--- config.mk ---
export PLATFORM = sky130hd
export DESIGN_NAME = mem_access_ctrl
export DESIGN_NICKNAME = d
export VERILOG_FILES = /design/src/rtl/mem_access_ctrl.sv
export SDC_FILE = /design/constraint.sdc
export NUM_CORES = 1
export LEC_CHECK = 0
export ABC_AREA = 1
export CAP_MARGIN = 20
export CORE_UTILIZATION = 45
export DETAILED_ROUTE_END_ITERATION = 12
export PLACE_DENSITY = 0.75
export SLEW_MARGIN = 5
export SYNTH_ARGS = -nofsm -noshare
export SYNTH_HDL_FRONTEND = slang
export SYNTH_SLANG_ARGS = --single-unit
--- constraint.sdc ---
create_clock -name Clk -period 9.65 [get_ports Clk]
set_input_delay 2.4125 -clock Clk [delete_from_list [all_inputs] [get_ports Clk]]
set_output_delay 2.4125 -clock Clk [all_outputs]
set_load 0.05 [all_outputs]
--- src/rtl/mem_access_ctrl.sv ---
// Load/store sequencer between the datapath and a byte-addressed RAM; double-words are split into two word accesses.
// Optional MOC wait timeout is enabled by defining MEM_TIMEOUT_EN.
module mem_access_ctrl #(
    parameter int unsigned ADDR_MAX       = 511,
    parameter int unsigned TIMEOUT_CYCLES = 16
) (
    input  logic        Clk,
    input  logic        Reset,
    input  logic        Req,
    input  logic        ReadWrite,
    input  logic [1:0]  Size,
    input  logic        SignedUnsigned,
    input  logic [31:0] Addr,
    input  logic [31:0] WrDataHi,
    input  logic [31:0] WrDataLo,
    output logic [31:0] RdDataHi,
    output logic [31:0] RdDataLo,
    output logic        Busy,
    output logic        Done,
    output logic [1:0]  ErrCode,
    output logic        MOV,
    output logic        MemRW,
    output logic [1:0]  MemSize,
    output logic        MemSigned,
    output logic [31:0] MemAddr,
    output logic [31:0] MemDataIn,
    input  logic [31:0] MemDataOut,
    input  logic        MOC
);

    localparam int unsigned CNT_W = $clog2(TIMEOUT_CYCLES + 1);
    localparam logic [1:0] ERR_OK    = 2'b00;
    localparam logic [1:0] ERR_ALIGN = 2'b01;
    localparam logic [1:0] ERR_RANGE = 2'b10;
    localparam logic [1:0] ERR_TMO   = 2'b11;
    localparam logic [1:0] SZ_WORD   = 2'b10;
    localparam logic [1:0] SZ_DWORD  = 2'b11;

`ifdef MEM_TIMEOUT_EN
    localparam bit TIMEOUT_EN = 1'b1;
`else
    localparam bit TIMEOUT_EN = 1'b0;
`endif

    typedef enum logic [1:0] {IDLE, ACCESS, GAP, DONE} state_t;

    state_t            state;
    logic              rw_q;
    logic              is_dword_q;
    logic              second_q;
    logic [31:0]       addr_q;
    logic [31:0]       wr_lo_q;
    logic [31:0]       rd_hi_tmp;
    logic [CNT_W-1:0]  cnt;

    logic              misaligned_c;
    logic              out_of_range_c;
    logic [3:0]        nbytes_c;
    logic [32:0]       last_addr_c;
    logic              timeout_hit_c;

    // Request qualification: alignment first, then range of the last byte touched
    always_comb begin
        misaligned_c = 1'b0;
        nbytes_c     = 4'd1;
        case (Size)
            2'b00: begin misaligned_c = 1'b0;         nbytes_c = 4'd1; end
            2'b01: begin misaligned_c = Addr[0];      nbytes_c = 4'd2; end
            2'b10: begin misaligned_c = |Addr[1:0];   nbytes_c = 4'd4; end
            default: begin misaligned_c = |Addr[2:0]; nbytes_c = 4'd8; end
        endcase
        last_addr_c    = 33'(Addr) + 33'(nbytes_c) - 33'd1;
        out_of_range_c = last_addr_c > 33'(ADDR_MAX);
    end

    assign timeout_hit_c = TIMEOUT_EN && (cnt == CNT_W'(TIMEOUT_CYCLES - 1));

    always_ff @(posedge Clk) begin
        if (Reset) begin
            state      <= IDLE;
            rw_q       <= 1'b0;
            is_dword_q <= 1'b0;
            second_q   <= 1'b0;
            addr_q     <= '0;
            wr_lo_q    <= '0;
            rd_hi_tmp  <= '0;
            cnt        <= '0;
            RdDataHi   <= '0;
            RdDataLo   <= '0;
            Busy       <= 1'b0;
            Done       <= 1'b0;
            ErrCode    <= ERR_OK;
            MOV        <= 1'b0;
            MemRW      <= 1'b0;
            MemSize    <= 2'b00;
            MemSigned  <= 1'b0;
            MemAddr    <= '0;
            MemDataIn  <= '0;
        end else begin
            Done <= 1'b0;
            case (state)
                IDLE: begin
                    if (Req) begin
                        rw_q       <= ReadWrite;
                        is_dword_q <= (Size == SZ_DWORD);
                        addr_q     <= Addr;
                        wr_lo_q    <= WrDataLo;
                        second_q   <= 1'b0;
                        cnt        <= '0;
                        Busy       <= 1'b1;
                        if (misaligned_c) begin
                            state   <= DONE;
                            Done    <= 1'b1;
                            ErrCode <= ERR_ALIGN;
                        end else if (out_of_range_c) begin
                            state   <= DONE;
                            Done    <= 1'b1;
                            ErrCode <= ERR_RANGE;
                        end else begin
                            state     <= ACCESS;
                            MOV       <= 1'b1;
                            MemRW     <= ReadWrite;
                            MemSize   <= (Size == SZ_DWORD) ? SZ_WORD : Size;
                            MemSigned <= SignedUnsigned;
                            MemAddr   <= Addr;
                            MemDataIn <= (Size == SZ_DWORD) ? WrDataHi : WrDataLo;
                        end
                    end
                end
                ACCESS: begin
                    if (MOC) begin
                        MOV <= 1'b0;
                        if (is_dword_q && !second_q) begin
                            // Hold the MS word until the whole double-word succeeds
                            if (rw_q) rd_hi_tmp <= MemDataOut;
                            state <= GAP;
                        end else begin
                            if (rw_q) begin
                                RdDataHi <= is_dword_q ? rd_hi_tmp : 32'h0;
                                RdDataLo <= MemDataOut;
                            end
                            state   <= DONE;
                            Done    <= 1'b1;
                            ErrCode <= ERR_OK;
                        end
                    end else if (timeout_hit_c) begin
                        MOV     <= 1'b0;
                        state   <= DONE;
                        Done    <= 1'b1;
                        ErrCode <= ERR_TMO;
                    end else begin
                        cnt <= cnt + CNT_W'(1);
                    end
                end
                GAP: begin
                    state     <= ACCESS;
                    MOV       <= 1'b1;
                    second_q  <= 1'b1;
                    cnt       <= '0;
                    MemAddr   <= addr_q + 32'd4;
                    MemDataIn <= wr_lo_q;
                end
                DONE: begin
                    Busy  <= 1'b0;
                    state <= IDLE;
                end
                default: state <= IDLE;
            endcase
        end
    end

endmodule
== Word-level counts from Yosys, hierarchy flattened ==
Cells that the tools add are included.

* Word-level logic and storage cells: 97
* Flip-flop bits (word level): 238

* $add $sub $neg: 3
* Muxes and demuxes: 40
* Reductions and logical operators: 20
* Bitwise operators: 3
* Equal/unequal tests: 12
* Magnitude comparators: 1

{| class="wikitable"
|+ Operators with widths
! kind !! number
|-
| $mux W32 || 8
|-
| $pmux W32 S2 || 2
|-
| $add A32 B4 Y33 || 1
|-
| $gt A33 B9 Y1 const B || 1
|-
| $sub A33 B1 Y33 const B || 1
|-
| $add A32 B3 Y32 const B || 1
|-
| $mux W2 || 10
|-
| $reduce_and A4 Y1 || 4
|-
| $mux W1 || 12
|-
| $pmux W4 S3 || 1
|-
| $ne A2 B2 Y1 const B || 5
|-
| $reduce_and A5 Y1 || 2
|-
| $eq A2 B2 Y1 const B || 4
|-
| $pmux W2 S4 || 1
|-
| $reduce_and A2 Y1 || 4
|-
| $pmux W1 S2 || 3
|-
| $pmux W1 S3 || 2
|-
| $reduce_bool A2 Y1 || 3
|-
| $eq A2 B1 Y1 const B || 2
|-
| $logic_not A2 Y1 || 2
|-
| $pmux W2 S2 || 1
|-
| $ne A3 B3 Y1 const B || 1
|-
| $not A1 Y1 || 3
|-
| $reduce_bool A3 Y1 || 1
|-
| other kinds (4) || 4
|}

== Longest topological paths before layout ==
* Depth after elaboration: 9
* Depth in mapped cells: 26
* Gate-level depth less buffers: 25

== Least setup slack after synthesis ==
Ideal clock, no wire load.

* Kind: input-to-reg
* From: input Size[0]
* To: register MemAddr[26]
* Stages on the path: 22
* Arrival: 5064 ps
* Path slack: 4471 ps
* Setup time: 115 ps
* Cells stage by stage: nand2_1 -> clkbuf_1 -> ha_1 -> inv_1 -> ha_1 -> or2_1 -> nand3_1 -> nand2_1 -> nand2_1 -> nand2_1 -> nand2_1 -> nand2_1 -> nand2_1 -> nand2_1 -> nor2_1 -> nand3_1 -> nor2_4 -> nand4_4 -> buf_6 -> buf_2 -> a21oi_1 -> nor2_1

* Longest elaborated chain between the ends: 7
* Elaborated cells on any way between the ends: 11
* Those cells by class: add/sub: 2; order compare: 1; eq/ne: 4; mux: 2; reduce/logical: 2

{| class="wikitable"
|+ RTL lines
! item !! line !! RTL
|-
| start: declaration || 11 || <nowiki>input logic [1:0] Size,</nowiki>
|-
| $eq A2 B2 Y1, or another cell as far along || 66 || <nowiki>case (Size)</nowiki>
|-
| $pmux W4 S3 || 66 ||
|-
| $add A32 B4 Y33 || 72 || <nowiki>last_addr_c = 33'(Addr) + 33'(nbytes_c) - 33'd1;</nowiki>
|-
| $sub A33 B1 Y33 || 72 ||
|-
| $gt A33 B9 Y1 || 73 || <nowiki>out_of_range_c = last_addr_c > 33'(ADDR_MAX);</nowiki>
|-
| $ne A2 B2 Y1 (no line) || -- ||
|-
| $reduce_and A4 Y1 (no line) (*) || -- ||
|-
| end signal: assignment || 125 || <nowiki>MemAddr <= Addr;</nowiki>
|-
| end signal: assignment || 160 || <nowiki>MemAddr <= addr_q + 32'd4;</nowiki>
|-
| end: declaration || 25 || <nowiki>output logic [31:0] MemAddr,</nowiki>
|}

Mark *: on every way between the ends. The rest lies on a longest branch, timed or not.
A chain may end at the register's enable or synchronous reset.

== Worst setup path in the final report ==
* From: input Size[1]
* To: register MemDataIn[27]

* Longest elaborated chain between the ends: 7
* Elaborated cells on any way between the ends: 17
* Those cells by class: add/sub: 2; order compare: 1; eq/ne: 5; mux: 7; reduce/logical: 2

{| class="wikitable"
|+ RTL lines
! item !! line !! RTL
|-
| $eq A2 B2 Y1, or another cell as far along || 66 ||
|-
| $pmux W4 S3 || 66 ||
|-
| $add A32 B4 Y33 || 72 ||
|-
| $sub A33 B1 Y33 || 72 ||
|-
| $gt A33 B9 Y1 || 73 ||
|-
| $ne A2 B2 Y1 (no line) || -- ||
|-
| $reduce_and A4 Y1 (no line) || -- ||
|-
| end signal: assignment || 126 || <nowiki>MemDataIn <= (Size == SZ_DWORD) ? WrDataHi : WrDataLo;</nowiki>
|-
| end signal: assignment || 161 || <nowiki>MemDataIn <= wr_lo_q;</nowiki>
|-
| end: declaration || 26 || <nowiki>output logic [31:0] MemDataIn,</nowiki>
|}

Several ways; a longest one is shown, not always the timed one. The select of a mux whose other input is x is not followed.

==> impl_results.md <==
* Status: finished clean
* Final Instance Area at 0.0167 sq mm
* Via density at 5.06
* DP HPWL at 27100 um
* CTS tree: yes
* Core box area at approximately 0.028 sq mm
* Post-synth EDFFs at 0
* GRT Max-Usage Layer: met2
* Tmin final at 6.82 ns
* Worst Slack Setup Final at around 2.8 ns
* Die ar. at approximately 0.029 sq mm
* Post-synthesis sequential area ratio at 36.7%
* Worst setup SP type: input port
* Rel. slew slack at 28.3%
* Post-CTS sizing at 0
* Async set-reset flop share out of synthesis at 0%
* I/O pins at 273
* Synth Register Bits at 238
* Crit end category: flop
* DRC at 0
* CTS max path bufs at 3
* Initial antenna violation count at 2
* Global routing usage on met3 at 5.29%
* Final setup fails at 0
* Most common cell after layout, fill and taps aside: nand2_1
* IO Port Bufs at between 200 and 300
* Area growth, synth to finish at 28.9%
* VDD IR-drop max at ~0.00014 V
* Final Max Slew Viols at 0
* Dpl ws at ~2.3 ns
* Combinational share of power at roughly 40%
* Nets at 2426
* GRT met2 Usage at 43.0%
* Routed len/inst at approximately 15 um
* CP required at 10.09 ns
* Reg area at 0.00476 sq mm
* Sw Ratio at 40.8%
* Top FF cell, synth: dfxtp_1
* Internal at between 2 and 2.5 mW
* Root buffer cell: clkbuf_16
* Most frequent cells in the layout: nand2_1, nor2_1, clkdlybuf4s50_1, dfxtp_1, inv_1
* Post-CTS Setup Bufs at 0
* Post-CTS Hold Fix Bufs at 0
* Share of cells above drive strength 1 at under 10%
* RSZ-0062 raised after global routing: false
* Post-Synthesis Cells at 2038
* Cell Area, Synth at 0.0130 sq mm
* Sequential share of power at 33.5%
* Grt ovf at 0
* Critical Path, Cell by Cell: clkdlybuf4s50_1 > nand2_1 > buf_4 > inv_1 > a221oi_1 > inv_1 > nor2_1 > nand4_4 > nand2_4 > nand2_1 > nand2_1 > nor2_1
* Tcrit/Tclk final at 70.7%
* Number of global-route vias before repair at 12300
* Area post-placement at 0.0158 sq mm
* Clock latency on the worst-skew pair at 0.56 ns
* Yosys warns at 0
* Mapped Nets at 2215
* Placed Cells at 2597
* Final Hold Fails at 0
* Setup Total Neg Slack at 0 ns
* Clock group share of total power at 26.3%
* Die X at 172 um
* Cell mode on critical path: nand2_1
* Syn Area/Cell at 6.36 sq um
* Total GRT Usage at 25.6%
* Starting density of the core at 46.2%
* Multi-input gate area at 0.00686 sq mm
* Crit-path slowest cell: nand2_4
* Iteration-0 DRC Markers at 874
* Clk_skew at roughly 0.014 ns
* CTS buffer count at 27
* Antenna viol nets, final at 0
* Fillers at ~2700
* Max_cap viols at 0
* Via count at 13400
* Net Switching at between 1.5 and 2 mW
* Clk slew on worst S/H paths at approximately 0.060 ns
* Final RePlAce weighted congestion at 0.913
* # rows at 61
* Yosys cell types at 37
* Router iterations before antenna repair at 6
* First-pass GRT wire length at 61100 um
* Largest net degree at the start of global routing at approximately 130
* Die height at 172 um
* WP data arrival at 7.26 ns
* Worst-path maximum fanout at 88
* Leak at 7.45 nW
* CP max stage delay at 0.99 ns
* Worst hold path class: reg2reg
* Setup CP Type: in2reg
* Fin cells at 2644
* Routed wire length at 39000 um
* FMAX at 147 MHz
* Pwr dens at 229 mW/mm^2
* GR Util met1 at 32.2%
* Worst Tran Pin Value at 1.07 ns
* CTS Sinks at 238
* H-tree depth at 1
==> per-layer routing <==
layer	vias up	wire, um
met5	-	0
li1	6861	-
met4	0	1240
met2	445	17600
met1	6009	16900
met3	71	3310
==> sequential cells by signal, indices dropped and copies added, names as in the netlist, 2 cells and up <==
name and count:
ErrCode 2, MemAddr 32, MemDataIn 32, MemSize 2, RdDataHi 32, RdDataLo 32
addr_q 32, rd_hi_tmp 32, state 2, wr_lo_q 32
==> cell families after synthesis <==
kind of cell	after synthesis	share of synthesized area, %
simple gates	1040	33.7
buf+inv	346	10.5
xor+xnor	14	0.946
compound gates	359	14.1
fa+ha+maj	41	4.01
flops	238	36.7
==> worst paths after layout <==
kind	from	to	slack [ns]	cells after the start
setup / recovery	Size[1]	MemDataIn[27]$_SDFFE_PP0P_	2.83	12
hold / removal	RdDataLo[13]$_SDFFE_PP0P_	RdDataLo[13]$_SDFFE_PP0P_	0.44	2
setup reg to reg	state[1]$_SDFFE_PP0P_	MemDataIn[27]$_SDFFE_PP0P_	6.40	9
hold reg to reg	RdDataLo[13]$_SDFFE_PP0P_	RdDataLo[13]$_SDFFE_PP0P_	0.44	2
==> metrics by stage <==
step | total power [mW] | hold slack (ns) | utilization, %
floorplan | 2.36 | 0.445 | -
detailed placement | 2.83 | 0.435 | 56.3
CTS | 3.85 | 0.445 | 59.4
global route | 4.06 | 0.455 | 59.5
finish | 3.83 | 0.443 | 59.5
global placement | 2.81 | 0.433 | 56.3
==> cell type report <==
class	count	share of cell area, %
multi-input combinational	1454	41.1
sequential	238	28.5
timing repair buffer	284	17.0
inverter	244	5.50
clock buffer	37	4.63
tap	378	2.83
clock inverter	7	0.472
antenna	2	0.0300
==> cells in the mapped netlist (12+ instances only) <==
master / n / area (sq um)
dfxtp_1: 238 / 4760
clkbuf_1: 76 / 285
nor2_1: 316 / 1190
nand3b_1: 55 / 413
nand2_1: 524 / 1970
inv_1: 238 / 893
a21oi_1: 147 / 736
buf_1: 12 / 45.0
nand4_1: 18 / 113
nand3_1: 91 / 455
ha_1: 40 / 500
xor2_1: 14 / 123
o21ai_0: 197 / 986
==> critical path, delay by kind of cell <==
kind | cells | cell delay [ns]
simple gates | 7 | 2.38
compound gates | 1 | 0.77
buf+inv | 4 | 1.60
==> power groups by stage <==
stage / logic, mW / registers (mW) / clock network (mW)
3_5_place_dp: 1.53 / 1.30 / 0
5_1_grt: 1.69 / 1.30 / 1.06
4_1_cts: 1.54 / 1.28 / 1.03
2_1_floorplan: 0.738 / 1.62 / 0
3_3_place_gp: 1.51 / 1.30 / 0
6_report: 1.54 / 1.28 / 1.00
Power figures use the tool's default switching activity.
